[src/rtl/riscv_pkg.sv]
// Shared types and constants for the riscv32i front end.
//   XLEN          : architectural register / address width
//   INSTR_NOP     : canonical NOP (addi x0, x0, 0)
//   fetch_entry_t : {pc, instr} pair handed from fetch to decode
package riscv_pkg;

  localparam int unsigned XLEN       = 32;
  localparam int unsigned FIFO_CNT_W = 2;

  localparam logic [XLEN-1:0] INSTR_NOP = 32'h0000_0013;

  typedef struct packed {
    logic [XLEN-1:0] pc;
    logic [XLEN-1:0] instr;
  } fetch_entry_t;

endpackage

[src/rtl/fetch_fifo.sv]
// Two-entry FIFO of fetch_entry_t between the fetch PC logic and decode.
//   clk, rst      : clock, asynchronous active-high reset
//   push_i/data_i : write one entry (caller guarantees not full)
//   pop_i         : drop the head entry (caller guarantees not empty)
//   flush_i       : discard all entries; wins over push/pop
//   count_o       : number of valid entries, 0..2
//   head_o        : oldest entry (meaningful only when count_o != 0)
module fetch_fifo
  import riscv_pkg::*;
(
  input  logic                  clk,
  input  logic                  rst,
  input  logic                  push_i,
  input  fetch_entry_t          data_i,
  input  logic                  pop_i,
  input  logic                  flush_i,
  output logic [FIFO_CNT_W-1:0] count_o,
  output fetch_entry_t          head_o
);

  fetch_entry_t              mem_q [2];
  logic                      wr_ptr_q, wr_ptr_d;
  logic                      rd_ptr_q, rd_ptr_d;
  logic [FIFO_CNT_W-1:0]     count_q, count_d;

  // Pointer and occupancy update; flush returns the FIFO to empty.
  always_comb begin
    wr_ptr_d = wr_ptr_q;
    rd_ptr_d = rd_ptr_q;
    count_d  = count_q;
    if (flush_i) begin
      wr_ptr_d = 1'b0;
      rd_ptr_d = 1'b0;
      count_d  = '0;
    end else begin
      if (push_i) wr_ptr_d = ~wr_ptr_q;
      if (pop_i)  rd_ptr_d = ~rd_ptr_q;
      count_d = count_q + FIFO_CNT_W'(push_i) - FIFO_CNT_W'(pop_i);
    end
  end

  always_ff @(posedge clk or posedge rst) begin
    if (rst) begin
      wr_ptr_q <= 1'b0;
      rd_ptr_q <= 1'b0;
      count_q  <= '0;
    end else begin
      wr_ptr_q <= wr_ptr_d;
      rd_ptr_q <= rd_ptr_d;
      count_q  <= count_d;
    end
  end

  // Storage; entries reset to a NOP at pc 0 so the head is defined out of reset.
  always_ff @(posedge clk or posedge rst) begin
    if (rst) begin
      for (int i = 0; i < 2; i++) begin
        mem_q[i] <= '{pc: '0, instr: INSTR_NOP};
      end
    end else if (push_i && !flush_i) begin
      mem_q[wr_ptr_q] <= data_i;
    end
  end

  assign count_o = count_q;
  assign head_o  = mem_q[rd_ptr_q];

endmodule

[src/rtl/fetch_stage.sv]
// Instruction fetch stage: owns the PC, issues word reads to instruction
// memory (one-cycle read latency) and delivers {pc, instr} to decode through
// a 2-entry buffer. Execute may redirect the PC at any time.
//   clk, rst        : clock, asynchronous active-high reset
//   imem_req/addr   : read request and word address to instruction memory
//   imem_rdata      : instruction word, valid the cycle after a request
//   redirect_valid  : execute requests a PC change (highest priority)
//   redirect_pc     : new PC, low two bits ignored
//   id_valid/ready  : handshake toward decode
//   id_pc/id_instr  : head entry of the buffer
module fetch_stage
  import riscv_pkg::*;
#(
  parameter logic [31:0] RESET_PC = 32'h0000_0000
)(
  input  logic        clk,
  input  logic        rst,
  output logic        imem_req,
  output logic [31:0] imem_addr,
  input  logic [31:0] imem_rdata,
  input  logic        redirect_valid,
  input  logic [31:0] redirect_pc,
  output logic        id_valid,
  input  logic        id_ready,
  output logic [31:0] id_pc,
  output logic [31:0] id_instr
);

  localparam int unsigned OCC_W = 3;
  localparam logic [XLEN-1:0] RESET_PC_ALIGNED = {RESET_PC[XLEN-1:2], 2'b00};

  logic [XLEN-1:0]       pc_q, pc_d;
  logic [XLEN-1:0]       tag_q, tag_d;
  logic                  inflight_q, inflight_d;
  logic [FIFO_CNT_W-1:0] fifo_count;
  fetch_entry_t          fifo_head;
  fetch_entry_t          push_entry;
  logic                  pop;
  logic                  push;
  logic                  issue;
  logic [OCC_W-1:0]      occupancy;

  // Only the word-aligned part of a redirect target is meaningful.
  logic unused_redirect_lsb;
  assign unused_redirect_lsb = ^redirect_pc[1:0];

  assign id_valid = (fifo_count != '0) && !redirect_valid;
  assign pop      = id_valid && id_ready;
  assign push     = inflight_q && !redirect_valid;

  // Buffered plus in-flight entries; a same-cycle pop frees one slot.
  assign occupancy = OCC_W'(fifo_count) + OCC_W'(inflight_q);
  assign issue     = !rst && !redirect_valid
                   && (occupancy < (OCC_W'(2) + OCC_W'(pop)));

  assign imem_req  = issue;
  assign imem_addr = pc_q;

  // Next PC / in-flight tracking; redirect overrides issue.
  always_comb begin
    pc_d       = pc_q;
    tag_d      = tag_q;
    inflight_d = 1'b0;
    if (redirect_valid) begin
      pc_d = {redirect_pc[XLEN-1:2], 2'b00};
    end else if (issue) begin
      pc_d       = pc_q + XLEN'(4);
      tag_d      = pc_q;
      inflight_d = 1'b1;
    end
  end

  always_ff @(posedge clk or posedge rst) begin
    if (rst) begin
      pc_q       <= RESET_PC_ALIGNED;
      tag_q      <= RESET_PC_ALIGNED;
      inflight_q <= 1'b0;
    end else begin
      pc_q       <= pc_d;
      tag_q      <= tag_d;
      inflight_q <= inflight_d;
    end
  end

  assign push_entry = '{pc: tag_q, instr: imem_rdata};

  fetch_fifo u_fifo (
    .clk     (clk),
    .rst     (rst),
    .push_i  (push),
    .data_i  (push_entry),
    .pop_i   (pop),
    .flush_i (redirect_valid),
    .count_o (fifo_count),
    .head_o  (fifo_head)
  );

  assign id_pc    = fifo_head.pc;
  assign id_instr = fifo_head.instr;

endmodule

[config.mk]
export PLATFORM = sky130hd
export DESIGN_NAME = fetch_stage
export DESIGN_NICKNAME = d
export VERILOG_FILES = /design/src/rtl/riscv_pkg.sv /design/src/rtl/fetch_fifo.sv /design/src/rtl/fetch_stage.sv
export SDC_FILE = /design/constraint.sdc
export NUM_CORES = 1
export LEC_CHECK = 0
export BUFFER_PORTS_ARGS = -buffer_cell sky130_fd_sc_hd__buf_2
export CAP_MARGIN = 20
export CORE_MARGIN = 2
export CORE_UTILIZATION = 60
export DETAILED_ROUTE_END_ITERATION = 7
export MAX_ROUTING_LAYER = met4
export PLACE_DENSITY = 0.86
export REMOVE_ABC_BUFFERS = 1
export SKIP_LAST_GASP = 1
export SLEW_MARGIN = 20
export SYNTH_ARGS = -nofsm -noshare
export SYNTH_HDL_FRONTEND = slang
export SYNTH_SLANG_ARGS = --single-unit
[constraint.sdc]
create_clock -name clk -period 17.85 [get_ports clk]
set_input_delay 3.57 -clock clk [delete_from_list [all_inputs] [get_ports clk]]
set_output_delay 3.57 -clock clk [all_outputs]
set_load 0.05 [all_outputs]
-- Word level (Yosys, flattened, before mapping)
Index checks and enable logic that the tools add are counted.
- flip-flop bits (word level): 197
- input bits: 68
- output and inout port bits: 98
- word-level logic and storage cells: 53
- $add $sub $neg: 5
- magnitude comparators: 4
- muxes and demuxes: 15
- bitwise logic cells: 5
- reductions and logical operators: 14
- operators by type and width (operator ; count):
    $mux W64 ; 4
    $bwmux W128 ; 1
    $demux W64 S1 ; 1
    $mux W32 ; 2
    $add A32 B3 Y32 const B ; 1
    $reduce_bool A2 Y1 ; 4
    $logic_and A1 B1 Y1 ; 7
    $mux W1 ; 6
    $ge A2 B2 Y1 const B ; 2
    $not A1 Y2 ; 2
    $add A2 B1 Y3 ; 1
    $add A2 B1 Y3 const A ; 1
    $lt A3 B3 Y1 ; 1
    $not A1 Y1 ; 3
    $add A2 B1 Y2 ; 1
    $logic_not A1 Y1 ; 2
    $lt A2 B1 Y1 const B ; 1
    $mux W2 ; 1
    $reduce_and A2 Y1 ; 1
    $sub A2 B1 Y2 ; 1

-- Longest topological paths before layout
- depth in word-level cells: 8
- depth in mapped cells: 8
- mapped depth without buffers: 8

-- Hierarchy
From an unflattened synthesis, not the netlist that was laid out.
- cells, all modules: 675
- area total of the unflattened synthesis: 9251.4 µm²
- modules (own cells, without submodules) (module ; times used ; cells an instance ; area an instance (µm²) ; sequential area each (µm²)):
    fetch_fifo ; 1 ; 359 ; 6059.6 ; 3310.7
    fetch_stage ; 1 ; 316 ; 3191.8 ; 1526.5

-- Worst setup path after synthesis
OpenSTA, ideal clock, no wires.
- kind: input -> output
- start point: in redirect_valid
- end point: out imem_req
- arrival: 5.265 ns
- data required time: 14.280 ns
- slack: 9.015 ns
- cell stages on the path: 4
- path buffers: 1
- path through: o21ba_2 > a31oi_1 > clkbuf_1 > nor2_1
- word-level cells in the longest chain between the ends: 6
- elaborated cells between the ends (all ways): 7
- those cells by class: 1 x add/sub; 1 x order compare; 5 x reduce/logical
- RTL lines (element ; line ; text):
    start: declaration ; fetch_stage.sv:21 ; input logic redirect_valid,
    $logic_not A1 Y1 * ; fetch_stage.sv:47, fetch_stage.sv:53 ;
    $logic_and A1 B1 Y1 ; fetch_stage.sv:47 ; assign id_valid = (fifo_count != '0) && !redirect_valid;
    $logic_and A1 B1 Y1 ; fetch_stage.sv:48 ; assign pop = id_valid && id_ready;
    $add A2 B1 Y3 ; fetch_stage.sv:54 ; && (occupancy < (OCC_W'(2) + OCC_W'(pop)));
    $lt A3 B3 Y1 ; fetch_stage.sv:54 ;
    $logic_and A1 B1 Y1 * ; fetch_stage.sv:54 ;
    end: declaration ; fetch_stage.sv:18 ; output logic imem_req,
Mark *: on every way between the ends. The rest lies on a longest branch, timed or not.

-- Worst setup path after layout
Same ends and word-level chain as after synthesis.

==> impl_metrics.toml <==
[drt]
vias = 5604
drc_errors = 0
avgRoutedWirePerCell_um = 18.8
postRouteWirelength_um = 18300
vias_per_cell = 5.73
drt_iter0_markers = 329
postRouteAntennaNets = 0
dr.pass1.iters = 4

[clock_tree]
cts.clk_slew.worst_paths_ns = 0.06
cts_setup_buffers = 0
cts.sinks = 189
cts_max_level = 4
cts_root_buf = "clkbuf_16"
cts_tree = "done"
cts-hold-fix-buffers = 0
clk_latency_ns = 0.42
cts_buffers = 17
ctsResizeCount = 0
cts.path.max_buffers = 2

[floorplanning]
die_w_um = 123
initial_utilization_pct = 61.2
die_h_um = 123
placementRows = 43
core_mm2 = 0.0139
die_area_mm2 = 0.0151
io_pins = 166

[sta]
slew_viol_final = 0
period_needed_ns = 8.65
final-hold-violation-count = 0
fmax_mhz = 116
setup_viol = 0
post-route-period-util_pct = 48.5
grt_setup_unrepaired = "no"
slew_headroom_pct = 29.1
worst_pin_slew_ns = 1.06
finClkSkew_ns = 0.00944
fin_tns_setup_ns = 0

[yosys]
synth_area_leaders = "dfrtp_1, mux2_2, dfstp_2"
synth_edf_count = 0
yosysSeqAreaShare_pct = 55.8
yosys_warnings = 0
synthFlopType = "dfrtp_1"
ys_ff_latch = 189
syn_area_mm2 = 0.00849
netlist_instances = 634
synthArstFlopShare_pct = 100
synth_cell_type_count = 41
synth_area_leader_cell = "dfrtp_1"
syn_avg_cell_area_um2 = 13.4
yosysTopAreaCellShare_pct = 53.9

[worst_setup_path]
critPathMaxFanout = 56
end_kind = "output port"
cp-start-kind = "input port"
path_class = "in2out"
worstPathArrival_ns = 5.08
crit_required_ns = 14.28

[global_route]
grt-ovfl-total = 0
grt_start_max_net_pins = 114
grt_pass1_vias = 5826
grt_pass1_wl_um = 28700
antenna_found_initial = 3
grt_use_total_pct = 25.6

[place]
post_dp_cell_area_mm2 = 0.00943
routabilityCongestion = 0.841
dp_hpwl_um = 12000
placement.io_buffers = 159

[run]
maxCapViolations = 0

[final_layout]
fin_util_pct = 72.0
layout-drive-gt1-share_pct = 54.5
finalInstanceArea_mm2 = 0.00999
syn2layout_area_growth_pct = 17.7
nets = 855

[power_and_ir_drop]
p_per_area_mw_per_mm2 = 163
ir_worst_vdd_mv = 0.102
p_leak_uw = 0.00457

[min_path]
min_path_type = "reg2reg"

[outcome]
status = "finished, final reports clean"
==> power by group <==
part           internal (uW)  switching [uW]
clock network            198             154
logic                    224             394
registers                577            85.8
==> path summary, 6_finish.rpt <==
check                                             start                           end  slack (ns)  cells after the start
max in group asynchronous                           rst  u_fifo.mem_q[47]$_DFFE_PP0P_       13.06                      3
max                                      redirect_valid                      imem_req        9.20                      5
min                        u_fifo.mem_q[49]$_DFFE_PP0P_  u_fifo.mem_q[49]$_DFFE_PP0P_        0.50                      1
max reg2reg                        inflight_q$_DFF_PP0_     imem_addr[27]$_DFFE_PP0P_       14.78                      8
min in group asynchronous                           rst     imem_addr[10]$_DFFE_PP0P_        3.30                      2
min reg2reg                u_fifo.mem_q[49]$_DFFE_PP0P_  u_fifo.mem_q[49]$_DFFE_PP0P_        0.50                      1
==> cells in the mapped netlist (3+ instances only) <==
library cell / n
a31oi_1: 4
and3_1: 3
buf_4: 4
clkbuf_1: 30
dfrtp_1: 183
dfstp_2: 6
ha_1: 5
inv_1: 10
mux2_2: 220
nand2_1: 34
nand3_1: 15
nand4_1: 9
nor2_1: 15
nor2b_1: 3
nor3_1: 11
nor4_1: 8
o21ai_0: 22
or4_1: 4
xnor2_1: 18
xor2_1: 5
==> state kept, by name, indices dropped and copies added (netlist names) <==
| signal | count |
|---|---|
| u_fifo.wr_ptr_q | 1 |
| inflight_q | 1 |
| u_fifo.mem_q | 124 |
| imem_addr | 30 |
| tag_q | 30 |
| u_fifo.rd_ptr_q | 1 |
| u_fifo.count_o | 2 |
==> kinds of logic after synthesis <==
logic type / count (synthesis) / synth area share, %
other cells: 1 / 0.0441
simple gates: 113 / 6.92
mux: 221 / 29.3
fa+ha+maj: 5 / 0.736
compound gates: 35 / 2.52
buf+inv: 47 / 2.36
xor+xnor: 23 / 2.37
flops: 189 / 55.8
==> area by class of cell <==
| type | instances | area (um^2) |
|---|---|---|
| diodes | 4 | 10.0 |
| clock buffers | 21 | 460 |
| clock inverters | 10 | 92.6 |
| fillers | 927 | 3890 |
| inverters | 10 | 45.0 |
| multi-input cells | 401 | 3600 |
| flip-flops and latches | 189 | 4740 |
| well taps | 180 | 225 |
| repair buffers | 163 | 826 |
==> worst max-delay path: stages <==
cell,delay [ns]
buf_2,0.69
o21ba_2,0.29
a31oi_2,0.21
nor2_1,0.07
buf_2,0.25
==> per-stage QoR <==
| stage | cells | hold WS, ns | worst slack, ns | total power (uW) |
|---|---|---|---|---|
| after detailed placement | 943 | 0.490 | 9.22 | 1290 |
| after global placement | 943 | 0.480 | 9.29 | 1250 |
| after floorplan | 600 | 0.474 | 8.99 | 1150 |
| after global routing | 977 | 0.517 | 9.11 | 1710 |
| after CTS | 974 | 0.506 | 9.22 | 1650 |
| final | 978 | 0.500 | 9.20 | 1630 |
==> layout by cell type (no fill, tap or decap), types with 2 or more instances in the layout <==
master / count
o21ai_0: 22
a311o_1: 2
or3_1: 2
dfrtp_1: 182
diode_2: 4
clkinv_2: 3
clkbuf_16: 17
inv_1: 9
clkbuf_1: 2
nor4_1: 8
xor2_1: 5
buf_4: 4
a31oi_1: 3
conb_1: 4
nand2_1: 33
or4_1: 4
mux2_2: 220
clkinvlp_4: 4
clkinv_4: 2
ha_1: 5
or2_2: 2
xnor2_1: 18
nor2_1: 14
o31ai_1: 2
nor2b_1: 2
clkbuf_8: 2
dfstp_2: 6
nand4_1: 9
buf_2: 159
nand3_1: 15
and3_1: 3
nor3_1: 11
==> layer usage <==
| metal | track usage, % | wire length (um) | vias up |
|---|---|---|---|
| li1 | - | - | 2562 |
| met1 | 30.6 | 7710 | 2837 |
| met2 | 42.8 | 9290 | 178 |
| met3 | 6.09 | 1030 | 27 |
| met4 | 9.02 | 313 | 0 |
| met5 | - | 0 | - |
(Power assumes the default switching activity.)
